### config.mk
export PLATFORM = sky130hd
export DESIGN_NAME = seq_cnt_arb_flat
export DESIGN_NICKNAME = d
export VERILOG_FILES = /design/src/rtl/seq_cnt_arb_pkg.sv /design/src/rtl/seq_cnt_arb_if.sv /design/src/rtl/seq_cnt_arb_rr_pick.sv /design/src/rtl/seq_cnt_arb.sv /design/src/flat_wrapper.sv
export SDC_FILE = /design/constraint.sdc
export NUM_CORES = 1
export LEC_CHECK = 0
export ABC_AREA = 1
export CAP_MARGIN = 15
export CORE_ASPECT_RATIO = 2
export CORE_MARGIN = 1.5
export CORE_UTILIZATION = 34
export CTS_BUF_LIST = sky130_fd_sc_hd__clkbuf_4 sky130_fd_sc_hd__clkbuf_8
export CTS_CLUSTER_SIZE = 28
export DETAILED_ROUTE_END_ITERATION = 6
export PLACE_DENSITY = 0.61
export SLEW_MARGIN = 5
export SYNTH_ARGS = -nofsm -noshare
export SYNTH_HDL_FRONTEND = slang
export SYNTH_SLANG_ARGS = --single-unit
### constraint.sdc
create_clock -name clk -period 1.6 [get_ports clk]
set_clock_uncertainty 0.15 [all_clocks]
set_input_delay 0.16 -clock clk [delete_from_list [all_inputs] [get_ports clk]]
set_output_delay 0.16 -clock clk [all_outputs]
set_load 0.02 [all_outputs]
### src/rtl/seq_cnt_arb_pkg.sv
// rtl/seq_cnt_arb_pkg.sv - shared types, defaults and width helper for the seq_cnt_arb block
package seq_cnt_pkg;

    typedef enum logic {
        ST_IDLE = 1'b0,
        ST_RUN  = 1'b1
    } state_e;

    localparam int N_DEF       = 4;
    localparam int CNT_MAX_DEF = 4;
    localparam int TMO_DEF     = 16;

    // Never returns less than 1 so every derived vector has at least one bit.
    function automatic int clog2(input int v);
        int r;
        r = 1;
        for (int i = 1; i < 31; i++) begin
            if ((1 << i) < v) r = i + 1;
        end
        return r;
    endfunction

endpackage

### src/rtl/seq_cnt_arb_if.sv
// rtl/seq_cnt_arb_if.sv - requester-side bundle between the lanes and the shared counting engine
interface seq_cnt_arb_if #(
    parameter int N = seq_cnt_pkg::N_DEF
);
    localparam int ID_W = seq_cnt_pkg::clog2(N);

    logic [N-1:0]    req;
    logic [N-1:0]    data;
    logic [N-1:0]    grant;
    logic            flag;
    logic            err;
    logic            busy;
    logic [ID_W-1:0] done_id;

    modport master (
        output req, data,
        input  grant, flag, err, busy, done_id
    );

    modport slave (
        input  req, data,
        output grant, flag, err, busy, done_id
    );

endinterface

### src/rtl/seq_cnt_arb_rr_pick.sv
// rtl/seq_cnt_arb_rr_pick.sv - combinational round-robin winner search starting at ptr_i
module rr_pick #(
    parameter int N = 4,
    parameter int W = 2
) (
    input  logic [N-1:0] req_i,
    input  logic [W-1:0] ptr_i,
    output logic [W-1:0] idx_o,
    output logic         valid_o
);

    always_comb begin
        int j;
        j       = 0;
        idx_o   = '0;
        valid_o = 1'b0;
        for (int i = 0; i < N; i++) begin
            j = int'(ptr_i) + i;
            if (j >= N) j = j - N;
            if (!valid_o && req_i[j]) begin
                valid_o = 1'b1;
                idx_o   = W'(j);
            end
        end
    end

endmodule

### src/rtl/seq_cnt_arb.sv
// rtl/seq_cnt_arb.sv - round-robin owner of one shared ones-counter across N requesters
module seq_cnt_arb
    import seq_cnt_pkg::*;
#(
    parameter int N       = N_DEF,
    parameter int CNT_MAX = CNT_MAX_DEF,
    parameter int TMO     = TMO_DEF
) (
    input  logic         clk,
    input  logic         rst,
    seq_cnt_arb_if.slave bus
);

    localparam int ID_W  = clog2(N);
    localparam int CNT_W = clog2(CNT_MAX);
    localparam int TMO_W = clog2(TMO);

    localparam logic [CNT_W-1:0] CNT_LAST = CNT_W'(CNT_MAX - 1);
    localparam logic [TMO_W-1:0] TMO_LAST = TMO_W'(TMO - 1);
    localparam logic [ID_W-1:0]  ID_LAST  = ID_W'(N - 1);

    state_e           state_q, state_d;
    logic [N-1:0]     grant_q, grant_d;
    logic             flag_q, flag_d;
    logic             err_q, err_d;
    logic [ID_W-1:0]  done_id_q, done_id_d;
    logic [ID_W-1:0]  ptr_q, ptr_d;
    logic [ID_W-1:0]  idx_q, idx_d;
    logic [CNT_W-1:0] cnt_q, cnt_d;
    logic [TMO_W-1:0] tcnt_q, tcnt_d;

    logic [ID_W-1:0]  win_idx;
    logic             win_valid;
    logic [ID_W-1:0]  next_ptr;
    logic             lane_req;
    logic             lane_data;

    rr_pick #(
        .N (N),
        .W (ID_W)
    ) u_pick (
        .req_i   (bus.req),
        .ptr_i   (ptr_q),
        .idx_o   (win_idx),
        .valid_o (win_valid)
    );

    // The lane after the current owner gets first look next time, so a lane
    // that keeps requesting waits behind every other pending lane.
    assign next_ptr  = (idx_q == ID_LAST) ? '0 : idx_q + ID_W'(1);
    assign lane_req  = bus.req[idx_q];
    assign lane_data = bus.data[idx_q];

    always_comb begin
        state_d   = state_q;
        grant_d   = grant_q;
        flag_d    = 1'b0;
        err_d     = 1'b0;
        done_id_d = done_id_q;
        ptr_d     = ptr_q;
        idx_d     = idx_q;
        cnt_d     = cnt_q;
        tcnt_d    = tcnt_q;
        case (state_q)
            ST_IDLE: begin
                if (win_valid) begin
                    state_d = ST_RUN;
                    grant_d = {{(N-1){1'b0}}, 1'b1} << win_idx;
                    idx_d   = win_idx;
                    cnt_d   = '0;
                    tcnt_d  = '0;
                end
            end
            ST_RUN: begin
                if (!lane_req) begin
                    state_d = ST_IDLE;
                    grant_d = '0;
                    ptr_d   = next_ptr;
                end else if (lane_data && (cnt_q == CNT_LAST)) begin
                    state_d   = ST_IDLE;
                    grant_d   = '0;
                    ptr_d     = next_ptr;
                    flag_d    = 1'b1;
                    done_id_d = idx_q;
                end else if (tcnt_q == TMO_LAST) begin
                    state_d   = ST_IDLE;
                    grant_d   = '0;
                    ptr_d     = next_ptr;
                    err_d     = 1'b1;
                    done_id_d = idx_q;
                end else begin
                    cnt_d  = cnt_q + CNT_W'(lane_data);
                    tcnt_d = tcnt_q + TMO_W'(1);
                end
            end
            default: begin
                state_d = ST_IDLE;
                grant_d = '0;
            end
        endcase
    end

    always_ff @(posedge clk or negedge rst) begin
        if (!rst) begin
            state_q   <= ST_IDLE;
            grant_q   <= '0;
            flag_q    <= 1'b0;
            err_q     <= 1'b0;
            done_id_q <= '0;
            ptr_q     <= '0;
            idx_q     <= '0;
            cnt_q     <= '0;
            tcnt_q    <= '0;
        end else begin
            state_q   <= state_d;
            grant_q   <= grant_d;
            flag_q    <= flag_d;
            err_q     <= err_d;
            done_id_q <= done_id_d;
            ptr_q     <= ptr_d;
            idx_q     <= idx_d;
            cnt_q     <= cnt_d;
            tcnt_q    <= tcnt_d;
        end
    end

    assign bus.grant   = grant_q;
    assign bus.flag    = flag_q;
    assign bus.err     = err_q;
    assign bus.done_id = done_id_q;
    assign bus.busy    = (state_q == ST_RUN);

endmodule

### src/flat_wrapper.sv
// flat-port wrapper written by rule: the top's interface ports become plain ports
module seq_cnt_arb_flat import seq_cnt_pkg::*;
#(
    parameter int N       = N_DEF,
    parameter int CNT_MAX = CNT_MAX_DEF,
    parameter int TMO     = TMO_DEF
)
  (clk, rst, bus_req, bus_data, bus_grant, bus_flag, bus_err, bus_busy, bus_done_id);
  seq_cnt_arb_if #(.N(N)) bus_i ();
  input  logic clk;
  input  logic rst;
  input wire logic [$bits(bus_i.req)-1:0] bus_req;
  input wire logic [$bits(bus_i.data)-1:0] bus_data;
  output wire logic [$bits(bus_i.grant)-1:0] bus_grant;
  output wire logic [$bits(bus_i.flag)-1:0] bus_flag;
  output wire logic [$bits(bus_i.err)-1:0] bus_err;
  output wire logic [$bits(bus_i.busy)-1:0] bus_busy;
  output wire logic [$bits(bus_i.done_id)-1:0] bus_done_id;
  assign bus_i.req = bus_req;
  assign bus_i.data = bus_data;
  assign bus_grant = bus_i.grant;
  assign bus_flag = bus_i.flag;
  assign bus_err = bus_i.err;
  assign bus_busy = bus_i.busy;
  assign bus_done_id = bus_i.done_id;
  seq_cnt_arb #(.N(N), .CNT_MAX(CNT_MAX), .TMO(TMO)) u_core (.clk(clk), .rst(rst), .bus(bus_i));
endmodule
==> results.ini <==
[sta]
hold_viol=0
rsz0062_at_grt=yes
worst_pin_slew_ps=311
slew_violations=0
max_slew_margin_pct=79.2
max_freq_mhz=587
post-route-min-period_ps=1700
fin_crit_sh_pct=106
setup_viol=14
fin_ws_ps=-103

[placed_design]
placed_cells=266
port_buffers=18
hpwl_mm=2.44
place_ws_ps=-264
gp_congestion=0.896

[critical_path]
critPathArrivalTime_ps=1750
cp.required_ps=1650
crit_buf_inv=2
crit_family=simple AND/OR/NAND/NOR gates
worstSetupStartpointType=flop
cp_slowest_cell=dfrtp_2
cpPeakStageDelay_ps=450
critPathCaptureType=flop
cp_max_fo=5
path_common_cell=nand2_2
crit_chain=buf_6 > nand2_4 > nand2_4 > nand2_2 > nand2_2 > nor2_4 > nand3_2 > buf_4 > nand2_2 > nand3_1 > nand2_1
path_class=reg2reg

[synth]
synth_warnings=0
synth_top_area_cell=dfrtp_1
syn_area_um2=1240
synth_seq_area_share_pct=38.3
syn_inst=183
ys_seq_elements=19
avgSynthCellArea_um2=6.78
syn_nets=196
ys_types=21
netlist.area_leader.share_pct=38.3
netlist_top_cells_area=dfrtp_1 38%, nand2_1 23%, nand3_1 8.9%, inv_1 5.1%, nor2_1 3.9%

[power_and_ir_drop]
p_leak_nw=1.04
power_frac_seq_pct=19.7
comb_power_share_pct=72.0
cell_internal_pwr_mw=2.17
p_clk_share_pct=8.3
power_switching_mw=1.92
ir_drop_mv=0.945
swShare_pct=47.0
power_density_nw_per_um2=2030

[floorplan]
design.die.area_um2=4040
rows=30
initial_core_util_pct=35.9
die_h_um=88.4
ios=19
die_x_um=45.7
core_um2=3450

[cells_and_area]
n_antenna_cell=0
syn2layout_area_growth_pct=62.7
layout-drive-gt1-share_pct=44.5
fin_nets=252
instances_no_fill=286
fin_util_pct=58.4

[detailed_routing]
vias_per_cell=4.70
drc=0
totalWireLength_mm=3.46
drt_iter0_markers=14
wl_per_cell_um=12.1
ant_nets=0
firstDrtPassIters=4
num_vias=1343

[grt]
grt_pass1_vias=1298
gr-total-overflow=0
antenna_found_initial=0
grt.total_usage_pct=18.2
grt_pass1_wl_mm=5.31
grt_max_degree=20

[min_path]
hold_class=in2async

[status]
status=complete, but fails checks
violations=negative setup slack

[clock_tree]
clk_latency_ps=260
path_clk_slew_ps=70
cts_tree=yes
cts_buffers=3
root_buffer=clkbuf_8
cts_sinks=19
ctsLongestPathBuffers=2
h-tree-depth=1

[flow_run]
cap_viol_max_count=0

[metal layers]
| metal | GRT usage (%) | part of all wire, % |
|---|---|---|
| met3 | 2.04 | 1.5 |
| met4 | 10.1 | 3.4 |
| met1 | 17.2 | 35 |
| met5 | 0 | 0 |
| met2 | 35.0 | 60 |
[area by class of cell]
class / count / area, µm²
fill: 328 / 1440
multi-input combinational: 141 / 863
sequential: 19 / 479
timing repair buffer: 52 / 478
inverter: 22 / 90.1
tap: 48 / 60.1
clock buffer: 3 / 41.3
clock inverter: 1 / 5.00
[worst paths after layout]
path | cells past startpoint | start | end | slack, ps
setup / recovery | 11 | u_core.ptr_q[0] | u_core.cnt_q[0] | -100
hold / removal | 2 | rst | u_core.bus.flag | 80
setup reg to reg | 11 | u_core.ptr_q[0] | u_core.cnt_q[0] | -100
hold reg to reg | 2 | u_core.bus.done_id[0] | u_core.bus.done_id[0] | 330
max in group asynchronous | 2 | rst | u_core.ptr_q[0] | 1000
min in group clk | 2 | u_core.bus.done_id[0] | u_core.bus.done_id[0] | 330
[per-stage QoR]
| stage | hold WS (ps) | area, µm² | total power [mW] | TNS, ps |
|---|---|---|---|---|
| 2_1_floorplan | -286 | 1240 | 2.08 | 0 |
| 4_1_cts | 82.9 | 1760 | 3.47 | -866 |
| 5_1_grt | 113 | 2020 | 4.43 | -2420 |
| 3_5_place_dp | 324 | 1600 | 2.78 | -2910 |
| 3_3_place_gp | 320 | 1600 | 2.79 | -2890 |
| 6_report | 75.6 | 2020 | 4.09 | -1030 |
[registers in the layout (all words and copies together) (netlist names)]
name and count:
u_core.bus.busy 1, u_core.bus.done_id 2, u_core.bus.err 1, u_core.bus.flag 1, u_core.bus.grant 4, u_core.cnt_q 2, u_core.idx_q 2, u_core.ptr_q 2
u_core.tcnt_q 4
[cell usage in the layout (no fill, tap or decap), types with 8 or more instances in the layout]
| master | n |
|---|---|
| nor2_1 | 9 |
| nand2_1 | 50 |
| clkdlybuf4s50_1 | 17 |
| inv_1 | 16 |
| buf_4 | 28 |
| nand2_2 | 25 |
| nand3_2 | 13 |
| nand3_1 | 10 |
| dfrtp_1 | 16 |
| nand2_4 | 8 |
[synth_stat cells (all sizes together)]
library cell and count:
a21oi 1, o21ai 8, nand4 2, a21boi 1, inv 22, dfrtp 19, nand3 24, nand2 82
or2 1, ha 3, nor3b 1, nor2 17, buf 2
[power by group through the flow]
stage	Clock (mW)	Sequential, mW	Combinational, mW
floorplan	0	0.840	1.24
detailed placement	0	0.793	1.99
global route	0.373	0.827	3.23
CTS	0.352	0.798	2.32
global placement	0	0.797	1.99
finish	0.340	0.806	2.94
[logic make-up (layout without fill, tap and decap cells)]
logic type      after synthesis  in the layout  share of synthesized area, %
simple gates                127            128                          45.6
flops                        19             19                          38.3
fa+ha+maj                     3              3                          3.03
buf+inv                      24             78                          8.48
compound gates               10             10                          4.54
[what timing repair did]
action | in CTS | in global routing
endpoints found under the hold margin | 0 | 0
setup buffers | 6 | 9
pin swaps | 6 | 17
resized for setup | 19 | 52
endpoints found under the setup margin | 13 | 18
hold buffers | 0 | 0
cloned | 1 | 0
Power figures use the tool's default switching activity.
